`src/rtl/mem_req_master.sv`:
```
// mem_req_master
//
// Request master placed directly in front of the 16-bit single-port
// handshake SRAM. Client commands enter a small FIFO. An FSM pops them one at
// a time and issues each to the SRAM as a single-cycle valid pulse. It then
// waits for the SRAM's registered ready and returns read data through a
// backpressured response port. A per-access timeout covers a missing ready.
//
// Ports
//   clk_i         clock, rising edge
//   rst_i         asynchronous reset, active low
//   cmd_valid_i   command present
//   cmd_ready_o   command FIFO not full
//   cmd_wr_i      1 = write, 0 = read
//   cmd_addr_i    command address
//   cmd_wdata_i   write data (ignored for reads)
//   mem_valid_o   single-cycle request strobe to the SRAM
//   mem_wr_rd_o   SRAM write/read select (1 = write)
//   mem_addr_o    SRAM address
//   mem_wdata_o   SRAM write data
//   mem_ready_i   SRAM registered ready
//   mem_rdata_i   SRAM read data
//   rsp_valid_o   read response available
//   rsp_ready_i   consumer accepts response
//   rsp_data_o    read data (0 for a timed-out read)
//   rsp_err_o     response comes from a timed-out read
//   err_o         sticky timeout flag, cleared only by reset
//   busy_o        FSM not idle or FIFO not empty
module mem_req_master #(
  parameter int WIDTH      = 16,
  parameter int ADDR_WIDTH = 4,
  parameter int FIFO_DEPTH = 4,
  parameter int TIMEOUT    = 8
) (
  input  logic                  clk_i,
  input  logic                  rst_i,
  input  logic                  cmd_valid_i,
  output logic                  cmd_ready_o,
  input  logic                  cmd_wr_i,
  input  logic [ADDR_WIDTH-1:0] cmd_addr_i,
  input  logic [WIDTH-1:0]      cmd_wdata_i,
  output logic                  mem_valid_o,
  output logic                  mem_wr_rd_o,
  output logic [ADDR_WIDTH-1:0] mem_addr_o,
  output logic [WIDTH-1:0]      mem_wdata_o,
  input  logic                  mem_ready_i,
  input  logic [WIDTH-1:0]      mem_rdata_i,
  output logic                  rsp_valid_o,
  input  logic                  rsp_ready_i,
  output logic [WIDTH-1:0]      rsp_data_o,
  output logic                  rsp_err_o,
  output logic                  err_o,
  output logic                  busy_o
);

  localparam int PTR_W   = $clog2(FIFO_DEPTH);
  localparam int CNT_W   = PTR_W + 1;
  localparam int TO_W    = $clog2(TIMEOUT);
  localparam int ENTRY_W = 1 + ADDR_WIDTH + WIDTH;

  localparam logic [1:0] S_IDLE  = 2'd0;
  localparam logic [1:0] S_ISSUE = 2'd1;
  localparam logic [1:0] S_WAIT  = 2'd2;
  localparam logic [1:0] S_RESP  = 2'd3;

  // ---------------------------------------------------------------------------
  // Command FIFO
  // ---------------------------------------------------------------------------
  logic [ENTRY_W-1:0] fifo_mem [FIFO_DEPTH];
  logic [PTR_W-1:0]   wr_ptr;
  logic [PTR_W-1:0]   rd_ptr;
  logic [CNT_W-1:0]   count;
  logic               full;
  logic               empty;
  logic               push;
  logic               pop;

  logic [1:0]         state;
  logic [TO_W-1:0]    to_cnt;

  logic                  head_wr;
  logic [ADDR_WIDTH-1:0] head_addr;
  logic [WIDTH-1:0]      head_wdata;

  assign full  = (count == CNT_W'(FIFO_DEPTH));
  assign empty = (count == '0);
  assign push  = cmd_valid_i && !full;
  // Only the idle FSM consumes a command, so the next pop never overlaps an
  // access that is still in flight.
  assign pop   = (state == S_IDLE) && !empty;

  assign cmd_ready_o = !full;
  assign busy_o      = (state != S_IDLE) || !empty;

  assign {head_wr, head_addr, head_wdata} = fifo_mem[rd_ptr];

  // NOTE: the storage array has no reset; validity is carried entirely by the
  // pointers and occupancy count, so clearing the data would buy nothing.
  always_ff @(posedge clk_i) begin
    if (push) begin
      fifo_mem[wr_ptr] <= {cmd_wr_i, cmd_addr_i, cmd_wdata_i};
    end
  end

  // NOTE: all sequential state uses non-blocking assignments so every flop
  // samples the pre-edge values regardless of statement order.
  always_ff @(posedge clk_i or negedge rst_i) begin
    if (!rst_i) begin
      wr_ptr <= '0;
      rd_ptr <= '0;
      count  <= '0;
    end else begin
      // Pointers wrap naturally because FIFO_DEPTH is a power of two.
      if (push) wr_ptr <= wr_ptr + PTR_W'(1);
      if (pop)  rd_ptr <= rd_ptr + PTR_W'(1);
      case ({push, pop})
        2'b10:   count <= count + CNT_W'(1);
        2'b01:   count <= count - CNT_W'(1);
        default: count <= count;
      endcase
    end
  end

  // ---------------------------------------------------------------------------
  // Request FSM
  // ---------------------------------------------------------------------------
  always_ff @(posedge clk_i or negedge rst_i) begin
    if (!rst_i) begin
      state       <= S_IDLE;
      to_cnt      <= '0;
      mem_valid_o <= 1'b0;
      mem_wr_rd_o <= 1'b0;
      mem_addr_o  <= '0;
      mem_wdata_o <= '0;
      rsp_valid_o <= 1'b0;
      rsp_data_o  <= '0;
      rsp_err_o   <= 1'b0;
      err_o       <= 1'b0;
    end else begin
      case (state)
        S_IDLE: begin
          if (pop) begin
            // The request fields stay registered until the next pop.
            mem_wr_rd_o <= head_wr;
            mem_addr_o  <= head_addr;
            mem_wdata_o <= head_wdata;
            mem_valid_o <= 1'b1;
            state       <= S_ISSUE;
          end
        end

        S_ISSUE: begin
          // Dropping valid here guarantees the SRAM sees exactly one request.
          mem_valid_o <= 1'b0;
          to_cnt      <= '0;
          state       <= S_WAIT;
        end

        S_WAIT: begin
          if (mem_ready_i) begin
            if (mem_wr_rd_o) begin
              state <= S_IDLE;
            end else begin
              rsp_data_o  <= mem_rdata_i;
              rsp_err_o   <= 1'b0;
              rsp_valid_o <= 1'b1;
              state       <= S_RESP;
            end
          end else if (to_cnt == TO_W'(TIMEOUT - 1)) begin
            // Timeout: a write is silently dropped, a read returns an error.
            err_o <= 1'b1;
            if (mem_wr_rd_o) begin
              state <= S_IDLE;
            end else begin
              rsp_data_o  <= '0;
              rsp_err_o   <= 1'b1;
              rsp_valid_o <= 1'b1;
              state       <= S_RESP;
            end
          end else begin
            to_cnt <= to_cnt + TO_W'(1);
          end
        end

        S_RESP: begin
          if (rsp_ready_i) begin
            rsp_valid_o <= 1'b0;
            state       <= S_IDLE;
          end
        end

        default: state <= S_IDLE;
      endcase
    end
  end

endmodule

```
`config.mk`:
```
export PLATFORM = sky130hd
export DESIGN_NAME = mem_req_master
export DESIGN_NICKNAME = d
export VERILOG_FILES = /design/src/rtl/mem_req_master.sv
export SDC_FILE = /design/constraint.sdc
export NUM_CORES = 1
export LEC_CHECK = 0
export CORE_UTILIZATION = 45
export DETAILED_ROUTE_END_ITERATION = 8
export PLACE_DENSITY = 0.74
export SYNTH_ARGS = -nofsm -noshare
export SYNTH_HDL_FRONTEND = slang
export SYNTH_SLANG_ARGS = --single-unit
```
`constraint.sdc`:
```
create_clock -name clk_i -period 2.3 [get_ports clk_i]
set_input_delay 0.69 -clock clk_i [delete_from_list [all_inputs] [get_ports clk_i]]
set_output_delay 0.69 -clock clk_i [all_outputs]
set_load 0.01 [all_outputs]
```
==> results.sh <==
export IMPL_routed_wl_mm=9.597
export IMPL_ys_flop_type="edfxtp_1"
export IMPL_yosysWarnings=0
export IMPL_nets=432
export IMPL_ir_drop_mv=0.9029
export IMPL_postCtsHoldBufs=0
export IMPL_worstSkewPairLatency_ps=420
export IMPL_layout_setup_ws_ps=73.90
export IMPL_dpl_hpwl_mm=5.980
export IMPL_setup_viol=0
export IMPL_yosysTopAreaCell="edfxtp_1"
export IMPL_outcome="finished clean"
export IMPL_clock_sinks=137
export IMPL_grt_first_pass_wirelength_mm=14.70
export IMPL_io_pins=85
export IMPL_fp_dieH_microns=110.3
export IMPL_max_freq_mhz=449.2
export IMPL_drt_pre_antenna_iters=7
export IMPL_clk_path_buf_depth=2
export IMPL_postSynthAreaPerCell_sq_um=19.07
export IMPL_ys_ff_latch=137
export IMPL_syn_area_sq_mm=0.005283
export IMPL_worstHoldPathType="in2async"
export IMPL_synth_top_area_share=0.4775
export IMPL_slew_headroom=0.2456
export IMPL_cp_arrival_ps=1540
export IMPL_drt_iter0_drc=181
export IMPL_core_region_area_sq_mm=0.01142
export IMPL_worst_ep_required_time_ps=1610
export IMPL_leakage_nw=2.624
export IMPL_critPathLaunchType="register"
export IMPL_viasPerCell=5.285
export IMPL_syn_inst=277
export IMPL_io_buffer_count=84
export IMPL_antenna_found_initial=0
export IMPL_timing_worst_setup_path_type="reg2out"
export IMPL_ys_types=38
export IMPL_grt_max_degree=42
export IMPL_root_buffer="clkbuf_16"
export IMPL_rsz0062_at_grt="false"
export IMPL_syn_nets=327
export IMPL_fp_dieArea_sq_mm=0.01218
export IMPL_min_period_ps=2226
export IMPL_cp_max_fo=6
export IMPL_yosysSeqAreaShare=0.7286
export IMPL_hold_viol=0
export IMPL_power_density_mw_per_mm2=1376
export IMPL_final_max_slew_viol_count=0
export IMPL_cts_buffers=17
export IMPL_period_share=0.9679
export IMPL_drt_wirelength_per_cell_microns=17.87
export IMPL_synth_edf_count=84
export IMPL_via_count=2838
export IMPL_endpoint_kind="output port"
export IMPL_fin_skew_ps=7.120
export IMPL_pre_cts_slack_ps=-84.94
export IMPL_grt_usage=0.1743
export IMPL_grt_pass1_vias=2940
export IMPL_drive_above_1_share=0.2411
export IMPL_start_util=0.4626
export IMPL_finalSetupTns_ps=0
export IMPL_die_w_microns=110.3
export IMPL_path_clk_slew_ps=60
export IMPL_tightest_slew_ps=1124
export IMPL_ant_nets=0
export IMPL_gp_congestion=0.6970
export IMPL_rows=39
export IMPL_htree_levels=4
export IMPL_yosys_top_cells_area="edfxtp_1 48%, dfrtp_1 25%, mux4_2 9.0%"
export IMPL_syn_to_final_growth_pct=31.83
export IMPL_drc_errors=0
export IMPL_cts_setup_buffers=0
export IMPL_cap_violations=0
export IMPL_diodes=0
export IMPL_cts_tree="built"
export IMPL_grt_overflow=0
export IMPL_async_flop_share=0.3869
## layout by cell type (no fill, tap or decap), drive strengths merged, types with 3 or more instances in the layout
cell type      synthesis  routed
a21oi                  3       3
dfrtp                 53      53
and3                   4       4
edfxtp                84      84
clkbuf                 3      17
ha                     7       7
mux4                  21      21
xnor2                  4       4
nand2                  4       4
clkinv                 0       7
inv                   11      14
a22o                  16      16
nor2                   5       5
o21ai                  6       6
a31oi                  3       3
mux2                  22      22
buf                   11      17
clkdlybuf4s50          0      81
## cells in the mapped netlist, types with 4 or more instances
master,n
buf_2,4
inv_1,11
a22o_1,16
mux2_2,21
mux4_2,21
dfrtp_1,53
o21ai_0,5
nand2_1,4
edfxtp_1,84
xnor2_1,4
ha_1,7
and3_1,4
nor2_1,5
## logic make-up after synthesis
kind of cell    share of synthesized area
flops                              0.7286
mux                                0.1383
compound gates                    0.04690
buf+inv                           0.02771
simple gates                      0.02819
fa+ha+maj                         0.02037
xor+xnor                         0.009948
## routing by layer
layer / GRT usage / vias up / wire [microns] / part of all wire
met2: 0.2968 / 90 / 4958 / 0.52
li1: - / 1290 / - / -
met4: 0.06767 / 0 / 153 / 0.016
met3: 0.07055 / 16 / 696 / 0.073
met5: 0 / - / 0 / 0
met1: 0.1956 / 1442 / 3788 / 0.39
## where the power goes
part           switching (mW)  total, mW  internal (mW)
sequential              0.380       3.80           3.42
clock                    1.03       2.63           1.59
combinational            1.32       3.16           1.84
## area by class of cell
| class | instances | area (sq um) |
|---|---|---|
| Inverter | 11 | 41.29 |
| Multi-Input combinational cell | 115 | 1287 |
| Sequential cell | 137 | 3851 |
| Tap cell | 143 | 178.9 |
| Fill cell | 844 | 4454 |
| Clock inverter | 14 | 150.1 |
| Timing Repair Buffer | 100 | 1030 |
| Clock buffer | 17 | 425.4 |
## critical path, cell delays in order, from the launching register on
cell and delay (ps):
dfrtp_2 440, or3b_4 440, clkdlybuf4s15_1 240
## what timing repair did
item | CTS | global route
setup endpoints to repair | 2 | 1
endpoints found under the hold margin | 0 | 0
pin swaps | 1 | 0
gates resized for setup | 2 | 2
## registers in the layout, indices dropped and copies added, names as in the netlist
| name | flops |
|---|---|
| fifo_mem | 84 |
| rsp_valid_o | 1 |
| rsp_data_o | 16 |
| state | 2 |
| err_o | 1 |
| mem_valid_o | 1 |
| count | 3 |
| rsp_err_o | 1 |
| mem_addr_o | 4 |
| mem_wr_rd_o | 1 |
| rd_ptr | 2 |
| mem_wdata_o | 16 |
| to_cnt | 3 |
| wr_ptr | 2 |
## final timing paths
path / from / endpoint / slack (ps) / cells past startpoint
min in group clk_i: err_o$_DFFE_PN0P_ / err_o$_DFFE_PN0P_ / 470 / 2
worst min register to register: err_o$_DFFE_PN0P_ / err_o$_DFFE_PN0P_ / 470 / 2
worst max register to register: count[0]$_DFFE_PN0P_ / count[2]$_DFFE_PN0P_ / 140 / 9
max in group asynchronous: rst_i / count[0]$_DFFE_PN0P_ / 1560 / 2
worst min-delay path: rst_i / mem_wdata_o[0]$_DFFE_PN0P_ / 190 / 1
worst max-delay path: count[0]$_DFFE_PN0P_ / cmd_ready_o / 70 / 2
## metrics by stage
step	instances	area, sq um	power, mW	utilization	hold slack, ps
after detailed placement	506	6389	7.054	0.5595	463.6
final	537	6964	9.586	0.6099	188.5
after CTS	537	6962	9.719	0.6097	184.3
after global placement	506	6389	6.930	0.5595	466.6
after floorplan	277	5283	5.722	-	394.4
after global routing	537	6964	10.12	0.6099	191.2
No activity file was read; power rests on OpenSTA's default activity.
